## config.mk

```make
export PLATFORM = sky130hd
export DESIGN_NAME = dmem_copy_engine
export DESIGN_NICKNAME = d
export VERILOG_FILES = /design/src/rtl/dmem_copy_engine_pkg.sv /design/src/rtl/dmem_copy_ctr.sv /design/src/rtl/dmem_copy_engine.sv
export SDC_FILE = /design/constraint.sdc
export NUM_CORES = 1
export LEC_CHECK = 0
export ABC_AREA = 1
export CAP_MARGIN = 25
export CORE_MARGIN = 2
export CORE_UTILIZATION = 45
export CTS_CLUSTER_SIZE = 20
export DETAILED_ROUTE_END_ITERATION = 10
export GPL_ROUTABILITY_DRIVEN = 0
export PLACE_DENSITY = 0.74
export SYNTH_ARGS = -nofsm -noshare
export SYNTH_HDL_FRONTEND = slang
export SYNTH_HIERARCHICAL = 1
export SYNTH_SLANG_ARGS = --single-unit
```

## constraint.sdc

```tcl
create_clock -name clk -period 2.4 [get_ports clk]
set_clock_uncertainty 0.15 [all_clocks]
set_input_delay 0.48 -clock clk [delete_from_list [all_inputs] [get_ports clk]]
set_output_delay 0.48 -clock clk [all_outputs]
set_load 0.01 [all_outputs]
```

## src/rtl/dmem_copy_engine_pkg.sv

```systemverilog
// Shared constants and types for the data-memory copy/fill engine.
// Widths, mode encodings, FSM states and the length clamp.
package dmem_copy_engine_pkg;

   localparam int ADDR_W    = 6;
   localparam int DATA_W    = 32;
   localparam int LEN_W     = ADDR_W + 1;
   localparam int MEM_DEPTH = 64;

   localparam logic MODE_COPY = 1'b0;
   localparam logic MODE_FILL = 1'b1;

   typedef enum logic [1:0] {
      IDLE = 2'd0,
      RD   = 2'd1,
      WR   = 2'd2,
      FIN  = 2'd3
   } state_t;

   function automatic logic [LEN_W-1:0] clamp_len(
      input logic [LEN_W-1:0] len
   );
      if (len > LEN_W'(MEM_DEPTH))
         return LEN_W'(MEM_DEPTH);
      return len;
   endfunction

endpackage

```

## src/rtl/dmem_copy_ctr.sv

```systemverilog
// Source/destination pointers plus remaining and completed word counters.
// Load seeds a transfer; each step advances one written word.
module dmem_copy_ctr
   import dmem_copy_engine_pkg::*;
(
   input  logic              clk,
   input  logic              rst_n,
   input  logic              load,
   input  logic              step,
   input  logic [ADDR_W-1:0] src_base,
   input  logic [ADDR_W-1:0] dst_base,
   input  logic [LEN_W-1:0]  len_in,
   output logic [ADDR_W-1:0] src_ptr,
   output logic [ADDR_W-1:0] dst_ptr,
   output logic [LEN_W-1:0]  remain,
   output logic [LEN_W-1:0]  words_done,
   output logic              last
);

   // Pointers wrap naturally at the memory depth.
   always_ff @(posedge clk or negedge rst_n) begin
      if (!rst_n) begin
         src_ptr    <= '0;
         dst_ptr    <= '0;
         remain     <= '0;
         words_done <= '0;
      end else if (load) begin
         src_ptr    <= src_base;
         dst_ptr    <= dst_base;
         remain     <= len_in;
         words_done <= '0;
      end else if (step) begin
         src_ptr    <= src_ptr + 1'b1;
         dst_ptr    <= dst_ptr + 1'b1;
         remain     <= remain - 1'b1;
         words_done <= words_done + 1'b1;
      end
   end

   assign last = (remain == LEN_W'(1));

endmodule

```

## src/rtl/dmem_copy_engine.sv

```systemverilog
// Block copy / block fill master for the 64x32 data memory port.
// Copy alternates read and write cycles; fill writes every cycle.
module dmem_copy_engine
   import dmem_copy_engine_pkg::*;
(
   input  logic              clk,
   input  logic              rst_n,
   input  logic              Start,
   input  logic              Mode,
   input  logic              Abort,
   input  logic [ADDR_W-1:0] SrcAddr,
   input  logic [ADDR_W-1:0] DstAddr,
   input  logic [LEN_W-1:0]  Length,
   input  logic [DATA_W-1:0] FillValue,
   output logic              Busy,
   output logic              Done,
   output logic              Aborted,
   output logic [LEN_W-1:0]  WordsDone,
   output logic              MemRead,
   output logic              MemWrite,
   output logic [ADDR_W-1:0] Address,
   output logic [DATA_W-1:0] WriteData,
   input  logic [DATA_W-1:0] ReadData
);

   state_t              state;
   logic                mode_q;
   logic [DATA_W-1:0]   fill_q;
   logic [DATA_W-1:0]   data_q;
   logic [LEN_W-1:0]    len_c;
   logic [ADDR_W-1:0]   src_ptr;
   logic [ADDR_W-1:0]   dst_ptr;
   logic [LEN_W-1:0]    remain;
   logic                last;
   logic                load;
   logic                step;

   assign len_c = clamp_len(Length);
   assign load  = (state == IDLE) && Start;
   assign step  = (state == WR);

   dmem_copy_ctr u_ctr (
      .clk        (clk),
      .rst_n      (rst_n),
      .load       (load),
      .step       (step),
      .src_base   (SrcAddr),
      .dst_base   (DstAddr),
      .len_in     (len_c),
      .src_ptr    (src_ptr),
      .dst_ptr    (dst_ptr),
      .remain     (remain),
      .words_done (WordsDone),
      .last       (last)
   );

   // Transfer sequencing with registered status flags.
   always_ff @(posedge clk or negedge rst_n) begin
      if (!rst_n) begin
         state   <= IDLE;
         mode_q  <= MODE_COPY;
         fill_q  <= '0;
         data_q  <= '0;
         Busy    <= 1'b0;
         Done    <= 1'b0;
         Aborted <= 1'b0;
      end else begin
         Done    <= 1'b0;
         Aborted <= 1'b0;
         unique case (state)
            IDLE: begin
               if (Start) begin
                  mode_q <= Mode;
                  fill_q <= FillValue;
                  Busy   <= 1'b1;
                  if (len_c == '0) begin
                     state <= FIN;
                     Done  <= 1'b1;
                  end else if (Mode == MODE_FILL) begin
                     state <= WR;
                  end else begin
                     state <= RD;
                  end
               end
            end
            RD: begin
               data_q <= ReadData;
               if (Abort) begin
                  state   <= IDLE;
                  Busy    <= 1'b0;
                  Aborted <= 1'b1;
               end else begin
                  state <= WR;
               end
            end
            WR: begin
               if (Abort) begin
                  state   <= IDLE;
                  Busy    <= 1'b0;
                  Aborted <= 1'b1;
               end else if (last) begin
                  state <= FIN;
                  Done  <= 1'b1;
               end else if (mode_q == MODE_FILL) begin
                  state <= WR;
               end else begin
                  state <= RD;
               end
            end
            FIN: begin
               state <= IDLE;
               Busy  <= 1'b0;
            end
            default: state <= IDLE;
         endcase
      end
   end

   // Memory strobes decode from state so reset drops them at once.
   always_comb begin
      MemRead   = 1'b0;
      MemWrite  = 1'b0;
      Address   = '0;
      WriteData = '0;
      unique case (state)
         RD: begin
            MemRead = 1'b1;
            Address = src_ptr;
         end
         WR: begin
            MemWrite  = 1'b1;
            Address   = dst_ptr;
            WriteData = (mode_q == MODE_FILL) ? fill_q : data_q;
         end
         default: ;
      endcase
   end

endmodule

```

## Word-level counts from Yosys, hierarchy flattened

Index checks and enable logic that the tools add are counted.

- Add/sub/neg operators: 4
- Multipliers: 0
- Div/mod/pow operators: 0
- $lt $le $gt $ge: 1
- Equal/unequal tests: 6
- Shift operators: 0
- Muxes and demuxes: 34
- Bitwise operators: 0
- Reductions and logical operators: 7

Operators with widths:

| operator | count |
|---|---|
| 32-bit 2-to-1 mux | 2 |
| 7-bit 2-to-1 mux | 6 |
| 6-bit 2-to-1 mux | 4 |
| 2-bit 2-to-1 mux | 7 |
| 6-bit by 1-bit adder with 6-bit output (second input constant) | 2 |
| 6-bit case mux with 2 select lines | 1 |
| 1-bit 2-to-1 mux | 11 |
| 2-bit case mux with 4 select lines | 1 |
| 7-bit by 1-bit adder with 7-bit output (second input constant) | 1 |
| 7-bit by 1-bit equality test with 1-bit output (second input constant) | 1 |
| 7-bit greater-than comparator (second input constant) | 1 |
| 7-bit logical NOT | 1 |
| 7-bit by 1-bit subtractor with 7-bit output (second input constant) | 1 |
| 2-bit equality test (second input constant) | 2 |
| 2-bit AND reduction | 2 |
| 1-bit case mux with 3 select lines | 1 |
| 2-bit by 1-bit equality test with 1-bit output (second input constant) | 1 |
| 2-bit logical NOT | 1 |
| 2-bit by 1-bit inequality test with 1-bit output (second input constant) | 1 |
| 2-bit inequality test (second input constant) | 1 |
| 1-bit case mux with 2 select lines | 1 |
| 2-bit nonzero test | 1 |
| 2-bit OR reduction | 1 |
| 1-bit logical AND | 1 |

- Register bits: 96
- Bits in latches: 0
- Memory bits (writable): 0
- Bits in read-only memories: 0
- Output and inout bits: 50
- Logic and storage cells: 63
- Memories: 0

## Longest topological paths before layout

Gate-level depths: netlist (run 1).

- Depth after elaboration: 7
- Mapped depth: 13
- Mapped depth without buffers: 11

## Modules after synthesis

Netlist (run 1), hierarchy kept.

Modules (own cells, without submodules):

| module | times used | cells an instance | area each (sq um) |
|---|---|---|---|
| dmem_copy_engine | 1 | 426 | 3,305.7 |
| dmem_copy_ctr | 1 | 184 | 1,511.4 |

## Worst setup path before layout (run 1)

No wires, ideal clock.

- Kind: register to output
- Start point: reg state[0]
- End point: out WriteData[10]
- Arrival time: 1.375 ns
- Data required time: 1.770 ns
- Setup slack: 0.395 ns
- Cell stages (with the launch flop): 6
- Path buffers: 1
- Cell sequence: dfrtp_1 inv_1 ha_1 clkbuf_1 o21ai_0 a21oi_1

- Cells in the longest elaborated chain, start to end: 2

RTL lines:

| element | RTL line | RTL |
|---|---|---|
| start, declared | dmem_copy_engine.sv:26 | `state_t state;` |
| start signal, assigned | dmem_copy_engine.sv:60 | `state <= IDLE;` |
| start signal, assigned | dmem_copy_engine.sv:77 | `state <= FIN;` |
| start signal, assigned | dmem_copy_engine.sv:80 | `state <= WR;` |
| 2-bit equality test | dmem_copy_engine.sv:125 | `unique case (state)` |
| 32-bit 2-to-1 mux | dmem_copy_engine.sv:125 |  |
| end, declared | dmem_copy_engine.sv:22 | `output logic [DATA_W-1:0] WriteData,` |

No other way between the ends.

## Worst setup path after layout (run 1)

- Start point: reg state[0]
- End point: out Address[3]

- Cells in the longest elaborated chain, start to end: 2
- Elaborated cells on any way between the ends: 3
- Classes of those cells: 2 x eq/ne; 1 x mux

RTL lines:

| element | RTL line | RTL |
|---|---|---|
| 2-bit equality test or 2-bit by 1-bit equality test with 1-bit output (tied branches) | dmem_copy_engine.sv:125 |  |
| 6-bit case mux with 2 select lines (*) | dmem_copy_engine.sv:125 |  |
| end, declared | dmem_copy_engine.sv:21 | `output logic [ADDR_W-1:0] Address,` |

Mark *: on every way between the ends. The rest lies on a longest branch, timed or not.

==> results of run 1 <==
[final cells by class]
type | count | area (sq um) | area share (%)
flip-flops and latches | 96 | 2400 | 36.8
multi-input cells | 416 | 2000 | 30.6
repair buffers | 155 | 1460 | 22.4
inverters | 67 | 262 | 4.00
well taps | 136 | 170 | 2.60
clock buffers | 9 | 124 | 1.90
clock inverters | 6 | 115 | 1.76
[worst reg2reg max path: cells and delay by family (launching register included)]
family,cells,cell delay [ns]
compound gates,1,0.14
buf+inv,4,0.54
fa+ha+maj,1,0.26
simple gates,4,0.35
flops,1,0.41
[per-layer routing]
metal / GRT usage (%) / vias to the layer above
met4: 6.96 / 0
met3: 4.54 / 23
met2: 36.9 / 168
met1: 32.3 / 2131
met5: 0 / -
li1: - / 2216
[state kept, by name (all words and copies together), names as in the netlist, 2 cells and up]
| name | cells |
|---|---|
| u_ctr/dst_ptr | 6 |
| state | 2 |
| u_ctr/remain | 7 |
| fill_q | 32 |
| u_ctr/words_done | 7 |
| u_ctr/src_ptr | 6 |
| data_q | 32 |
[layout by cell type (no fill, tap or decap), types with 9 or more instances in the layout]
| master | netlist | final |
|---|---|---|
| a21oi_1 | 46 | 43 |
| buf_2 | 15 | 10 |
| buf_4 | 3 | 14 |
| clkbuf_8 | 0 | 9 |
| clkdlybuf4s50_1 | 0 | 96 |
| dfrtp_1 | 96 | 96 |
| dlygate4sd2_1 | 0 | 20 |
| inv_1 | 62 | 60 |
| nand2_1 | 195 | 195 |
| nand3_1 | 26 | 26 |
| nor2_1 | 32 | 32 |
| o21ai_0 | 75 | 75 |
[metrics by stage]
stage               worst slack (ns)  total power [mW]  setup TNS (ns)  util, %  hold WS (ns)
floorplan                      0.395              4.92               0        -        0.0344
global placement              0.0595              6.17               0     61.0         0.277
detailed placement            0.0151              6.29               0     61.0         0.276
CTS                         -0.00119              7.53        -0.00119     63.3         0.334
global route                 -0.0727              8.11          -0.257     63.0         0.353
finish                        0.0509              7.47               0     63.0         0.329
[worst max-delay path by stage]
stage               slack (ns)     start  cells past startpoint       endpoint
finish                    0.05  state[0]                      6     Address[3]
global route             -0.07  state[0]                      6  WriteData[20]
CTS                     -0.001  state[1]                      5     Address[0]
detailed placement        0.02  state[0]                      6     Address[1]
global placement          0.06  state[0]                      6     Address[1]
floorplan                 0.39  state[0]                      5  WriteData[10]
[cell families (layout without fill, tap and decap cells)]
| group | after synthesis | in the layout | share of synthesized area, % |
|---|---|---|---|
| AND/OR/NAND/NOR | 266 | 266 | 22.5 |
| AO/OA/AOI/OAI | 135 | 135 | 15.1 |
| buffers and inverters | 98 | 237 | 9.14 |
| flip-flops | 96 | 96 | 49.9 |
| adder cells (fa/ha/maj) | 8 | 8 | 2.08 |
| XOR/XNOR | 7 | 7 | 1.27 |
[where the power goes]
group | switching, mW | leakage (nW) | internal [mW]
registers | 0.429 | 1.20 | 2.35
clock network | 0.575 | 0.116 | 0.694
logic | 2.05 | 1.87 | 1.37
total | 3.05 | 3.18 | 4.42
[timing repair]
item,4_1_cts,5_1_grt
setup buffers,1,0
hold endpoints to repair,27,0
setup endpoints to repair,40,19
hold buffers,1,0
cloned,1,0
resized for setup,83,11
==> out/metrics.sh, run 1 <==
ROUTED_WIRELENGTH_MICRONS=12900
MAX-SLEW-MARGIN-REL_PCT=65.3
POWER.DENSITY_CELL_AREA_nW_PER_UM2=1140
YS_FF_LATCH=96
TRITONCTS.NUM_BUFFERS=9
MET3ROUTEDLENGTH_MICRONS=971
GRT_START_MAX_NET_PINS=58
YOSYS.AREA.TOP_TYPE_SHARE_PCT=49.9
SYNTH_ENABLE_FLOP_CELLS=0
DRT_PRE_ANTENNA_ITERS=4
WORST_PATH_CLK_SLEW_NS=0.09
AREA_GROWTH_PCT=35.7
NUM_ROWS=37
CLOCK_TREE.BUFFER_DEPTH=2
IO_BUFFER_COUNT=137
POST-PLACE-CELLS=867
FINAL_MIN_PERIOD_OVER_CLOCK_PERIOD_PCT=97.9
HIGHEST-SIGNAL-LAYER='met4'
MAX-CAP-VIOLATIONS=0
LAYOUT.CELL_AREA.NON_FILLER_SQ_UM=6540
ANTENNA_VIOLATING_NETS_POST_ROUTE=0
SYNTHESIS.YOSYS.WARNINGS=6
SYNTH_TOP_CELL_BY_AREA='dfrtp_1'
REG2REG_SETUP_SLACK_NS=0.46
DIODES=0
YOSYS-TOP-CELLS-COUNT='195 x nand2_1, 96 x dfrtp_1, 75 x o21ai_0'
DRCVIOLATIONCOUNT=0
HOLD_CLASS='reg2reg'
FIRST_GLOBAL_VIAS=4367
TIMING.CRITICAL_PATH.BUF_INV=3
YS_TOP_CELLS_BY_AREA='dfrtp_1 50%, nand2_1 15%, o21ai_0 7.8%'
CRIT-REG2REG-LAUNCH='state[1]'
CRITICAL_PATH.STARTPOINT_TYPE='flop'
DRTITER0DRC=281
GRT.OVERFLOW.TOTAL=0
RSZ0062_AT_GRT='yes'
CTS_TREE='built'
NETLIST_INSTANCES=610
HPWL_MICRONS=9000
CTS_MAX_LEVEL=3
SYNTH_SEQUENTIAL_AREA_RATIO_PCT=49.9
FIN_CELLS=885
CTSROOTBUFFERMASTER='clkbuf_8'
SYNTH_ASYNC_RESET_RATIO_PCT=100
PATH_DEPTH_OF_THE_WORST_REG2REG_PATH=10
WORSTHOLDSTART='fill_q[13]'
NUMCLOCKSINKS=96
CELL_TYPE_GROUP_WITH_THE_LARGEST_TOTAL_DELAY_ON_THE_CRITICAL_PATH='buffers and inverters'
CRITICAL_PATH_PEAK_FANOUT=11
STATUS='complete, no violations'
YS_TYPES=30
DESIGN.CORE.AREA_SQ_UM=10400
CRITICAL_PATH_CELL_WITH_THE_HIGHEST_STAGE_DELAY='dfrtp_1'
FILL_CELLS=918
NUM-NETS-FINAL=841
SYNTH-MAIN-FF-CELL='dfrtp_1'
INSERTION_DELAY_TO_THE_LATER_SINK_OF_THE_WORST_SKEW_PAIR_NS=0.35
WIRE_LENGTH_OF_THE_FIRST_GLOBAL_ROUTING_PASS_MICRONS=21300
WORSTPATHCELLLIST='inv_2 -> ha_4 -> buf_4 -> nand2_1 -> a21oi_2 -> dlygate4sd2_1'
AVGSYNTHCELLAREA_SQ_UM=7.90
DIE_H_MICRONS=107
DIEAREA_SQ_UM=11500
CRIT_PATH_MAX_INCR_DELAY_NS=0.40
WORST_HOLD_PATH.ENDPOINT='fill_q[13]'
DIE_WIDTH_MICRONS=107
MAPPEDNETLISTNETS=706
TRACK_USAGE_PCT=23.2
DRT-WIRELENGTH-PER-CELL_MICRONS=14.6
DPL_CELL_AREA_SQ_UM=6330
IOS=138
MET2ROUTEDLENGTH_MICRONS=6020
SYN-CELL-AREA_SQ_UM=4820
CRITICAL_PATH.REG2REG.ENDPOINT='u_ctr/words_done[3]'
DRT-VIAS-PER-INSTANCE=5.13
REPORT.FINAL.SLEW_VIOL_COUNT=0
NUM_VIAS=4538
CRITICAL_PATH_CLASS='reg2out'
MAXCLOCKFREQUENCY_MHz=426
START_UTIL_PCT=46.5
ANTENNA_FOUND_INITIAL=0
MET1_LENGTH_MICRONS=5690
MAX_SLEW.WORST_PIN.SLEW_NS=0.520
HOLD-PATH-CELL-COUNT=2
YOSYSMOSTFREQUENTCELL='nand2_1'
CRIT_REQUIRED_NS=1.77
IRDROPWORSTVDD_mV=0.662
CELLLEAKAGEPOWER_nW=3.18
FINAL.MIN_CLOCK_PERIOD_NS=2.35
WORSTPATHARRIVAL_NS=1.72
FINAL-HOLD-VIOLATION-COUNT=0
POST_ROUTE_CELLS_DRIVE_ABOVE_1_SHARE_PCT=9.35
CRITICAL_PATH.ENDPOINT_TYPE='output pin'
FINALSETUPVIOLATIONS=0
Note: power is estimated with default switching activity, not from simulation.
==> run 2: changes to the inputs <==
ABC_AREA = unset   (was 1)
GPL_TIMING_DRIVEN = 0   (was unset)
==> out/metrics.sh, run 2 <==
STATUS='complete, no violations'  # unchanged
YOSYS-TOP-CELLS-COUNT='96 x dfrtp_1, 45 x nor2b_1, 38 x mux2_2'  # was 195 x nand2_1, 96 x dfrtp_1, 75 x o21ai_0
TIMING.CRITICAL_PATH.BUF_INV=3  # unchanged
DPL_CELL_AREA_SQ_UM=6420  # was 6330 sq um
CRITICAL_PATH.STARTPOINT_TYPE='flop'  # unchanged
SYNTH_ASYNC_RESET_RATIO_PCT=100  # unchanged
MAXCLOCKFREQUENCY_MHz=432  # was 426 MHz
CRIT-REG2REG-LAUNCH='state[1]'  # unchanged
CRITICAL_PATH_CLASS='reg2out'  # unchanged
DRT_PRE_ANTENNA_ITERS=5  # was 4
YS_FF_LATCH=96  # unchanged
CRITICAL_PATH_PEAK_FANOUT=10  # was 11
REPORT.FINAL.SLEW_VIOL_COUNT=0  # unchanged
POST_ROUTE_CELLS_DRIVE_ABOVE_1_SHARE_PCT=22.6  # was 9.35%
WORSTPATHARRIVAL_NS=1.69  # was 1.72 ns
GRT_START_MAX_NET_PINS=64  # was 58
IO_BUFFER_COUNT=137  # unchanged
FILL_CELLS=852  # was 918
FIRST_GLOBAL_VIAS=3721  # was 4,367
DRTITER0DRC=173  # was 281
CRIT_PATH_START='state[0]'  # unchanged
DRCVIOLATIONCOUNT=0  # unchanged
SYNTHESIS.YOSYS.WARNINGS=6  # unchanged
NUM_VIAS=3534  # was 4,538
SYNTH_ENABLE_FLOP_CELLS=0  # unchanged
DIE_WIDTH_MICRONS=108  # was 107 microns
CRITICAL_PATH.ENDPOINT_TYPE='output pin'  # unchanged
MAX-CAP-VIOLATIONS=0  # unchanged
START_UTIL_PCT=46.6  # was 46.5%
IRDROPWORSTVDD_mV=0.617  # was 0.662 mV
SYNTH-MAIN-FF-CELL='dfrtp_1'  # unchanged
AVGSYNTHCELLAREA_SQ_UM=12.2  # was 7.90 sq um
MAX-SLEW-MARGIN-REL_PCT=62.6  # was 65.3%
CTSROOTBUFFERMASTER='clkbuf_8'  # unchanged
DESIGN.CORE.AREA_SQ_UM=10400  # about the same
SYNTH_TOP_CELL_BY_AREA='dfrtp_1'  # unchanged
ANTENNA_VIOLATING_NETS_POST_ROUTE=0  # unchanged
CRIT_PATH_MAX_INCR_DELAY_NS=0.42  # was 0.40 ns
WORSTHOLDSTART='data_q[19]'  # was fill_q[13]
WIRE_LENGTH_OF_THE_FIRST_GLOBAL_ROUTING_PASS_MICRONS=17900  # was 21,300 microns
YS_TYPES=39  # was 30
CRITICAL_PATH_CELL_WITH_THE_HIGHEST_STAGE_DELAY='dfrtp_1'  # unchanged
CTS_MAX_LEVEL=3  # unchanged
YOSYS.AREA.TOP_TYPE_SHARE_PCT=49.5  # was 49.9%
WORSTPATHCELLLIST='buf_4 -> ha_2 -> buf_6 -> a22oi_1 -> nor2b_1 -> clkdlybuf4s15_1'  # was inv_2 -> ha_4 -> buf_4 -> nand2_1 -> a21oi_2 -> dlygate4sd2_1
SYNTH_SEQUENTIAL_AREA_RATIO_PCT=49.5  # was 49.9%
LAYOUT.CELL_AREA.NON_FILLER_SQ_UM=6660  # was 6540 sq um
LAYOUT.CELLS.MOST_COMMON_LIST='97 x clkdlybuf4s50_1, 96 x dfrtp_1, 44 x nor2b_1'  # was 195 x nand2_1, 96 x dfrtp_1, 96 x clkdlybuf4s50_1
INSERTION_DELAY_TO_THE_LATER_SINK_OF_THE_WORST_SKEW_PAIR_NS=0.35  # about the same
HPWL_MICRONS=8130  # was 9000 microns
NUMCLOCKSINKS=96  # unchanged
TRACK_USAGE_PCT=19.7  # was 23.2%
YOSYSMOSTFREQUENTCELL='dfrtp_1'  # was nand2_1
FINAL.MIN_CLOCK_PERIOD_NS=2.32  # was 2.35 ns
DIEAREA_SQ_UM=11600  # was 11,500 sq um
CLOCK_TREE.BUFFER_DEPTH=2  # unchanged
TRITONCTS.NUM_BUFFERS=9  # unchanged
POWER.DENSITY_CELL_AREA_nW_PER_UM2=1130  # was 1140 nW/um^2
CTS_TREE='built'  # unchanged
YS_TOP_CELLS_BY_AREA='dfrtp_1 49%, mux2_2 8.8%, mux2_4 8.0%'  # was dfrtp_1 50%, nand2_1 15%, o21ai_0 7.8%
POST-PLACE-CELLS=673  # was 867
ROUTED_WIRELENGTH_MICRONS=11100  # was 12,900 microns
DIE_H_MICRONS=108  # was 107 microns
NUM-NETS-FINAL=648  # was 841
WORST_PATH_CLK_SLEW_NS=0.09  # about the same
CELLLEAKAGEPOWER_nW=2.93  # was 3.18 nW
NUM_ROWS=37  # unchanged
MAPPEDNETLISTNETS=495  # was 706
AREA_GROWTH_PCT=37.1  # was 35.7%
SYN-CELL-AREA_SQ_UM=4860  # was 4820 sq um
FINAL_MIN_PERIOD_OVER_CLOCK_PERIOD_PCT=96.6  # was 97.9%
HOLD_CLASS='reg2reg'  # unchanged
GRT.OVERFLOW.TOTAL=0  # unchanged
FINALSETUPVIOLATIONS=0  # unchanged
LARGESTREGISTERS='data_q x32, fill_q x32'  # unchanged
FIN_CELLS=693  # was 885
LAYOUT.CELLS.MOST_COMMON='clkdlybuf4s50_1'  # was nand2_1
DRT-WIRELENGTH-PER-CELL_MICRONS=16.0  # was 14.6 microns
DRT-VIAS-PER-INSTANCE=5.10  # was 5.13
DIODES=0  # unchanged
CRIT_REQUIRED_NS=1.77  # about the same
ANTENNA_FOUND_INITIAL=0  # unchanged
NETLIST_INSTANCES=399  # was 610
FINAL-HOLD-VIOLATION-COUNT=0  # unchanged
CELL_TYPE_GROUP_WITH_THE_LARGEST_TOTAL_DELAY_ON_THE_CRITICAL_PATH='buffers and inverters'  # unchanged
IOS=138  # unchanged
MAX_SLEW.WORST_PIN.SLEW_NS=0.553  # was 0.520 ns
-- run 2: path summary, 6_finish.rpt --
path	to	slack [ns]	depth (start not counted)
worst max register to register	u_ctr/src_ptr[2]	0.33	7
worst min register to register	data_q[19]	0.36	1
worst max-delay path	Address[1]	0.08	6
worst min-delay path	data_q[19]	0.36	1
max in group asynchronous	data_q[31]	0.96	3
min in group asynchronous	u_ctr/words_done[2]	0.47	2
-- run 2: stage by stage --
| stage | setup slack, ns | setup TNS (ns) | utilization [%] | power (mW) | hold slack [ns] |
|---|---|---|---|---|---|
| 4_1_cts | -0.000265 | -0.000265 | 64.1 | 7.58 | 0.366 |
| 3_3_place_gp | -2.87 | -286.33 | 61.4 | 6.32 | 0.338 |
| 3_5_place_dp | -0.547 | -12.23 | 61.7 | 6.43 | 0.320 |
| 2_1_floorplan | 0.353 | 0 | - | 5.20 | 0.0344 |
| 5_1_grt | -0.0112 | -0.0357 | 63.9 | 8.05 | 0.382 |
| 6_report | 0.0827 | 0 | 63.9 | 7.52 | 0.362 |
-- run 2: repair_timing --
action,CTS,global route
setup endpoints to repair,39,29
cloned,0,0
gates resized for setup,63,33
buffers inserted,1,2
pin swaps,1,0
hold buffers,1,0
hold endpoints to repair,33,0
-- run 2: power breakdown --
group | total (mW) | internal, mW | switching (mW)
sequential | 2.86 | 2.38 | 0.475
combinational | 3.49 | 2.00 | 1.49
clock | 1.17 | 0.596 | 0.575
-- run 2: worst register-to-register path: stages, from the launching register on --
cell and delay, ns:
dfrtp_1 0.43, inv_2 0.09, ha_1 0.23, and2_4 0.17, buf_6 0.16, buf_8 0.19, clkbuf_1 0.35, o21ai_0 0.16
-- run 2: layout make-up --
type | count | area (sq um) | area share, %
multi-input combinational | 273 | 2270 | 34.1
buffer | 23 | 226 | 3.40
clock inverter | 6 | 91.3 | 1.37
inverter | 7 | 26.3 | 0.395
clock buffer | 10 | 128 | 1.92
tap | 136 | 170 | 2.56
timing repair buffer | 142 | 1340 | 20.2
sequential | 96 | 2400 | 36.1
-- run 2: cells by family after synthesis --
group | count (synthesis) | synth area share (%)
and+or+nand+nor | 106 | 12.1
xor gates and xnor gates | 16 | 2.89
DFF | 96 | 49.5
muxes | 99 | 24.1
adders and majority gates | 8 | 2.06
AOI/OAI and AO/OA | 44 | 5.31
buffers and inverters | 30 | 4.15
-- run 2: metal layers --
| layer | global-route usage (%) | share of wire [%] | vias up |
|---|---|---|---|
| met1 | 26.1 | 45 | 1720 |
| met3 | 4.72 | 6.1 | 6 |
| met5 | 0 | 0 | - |
| met2 | 33.0 | 49 | 115 |
| li1 | - | - | 1693 |
| met4 | 4.30 | 0.57 | 0 |
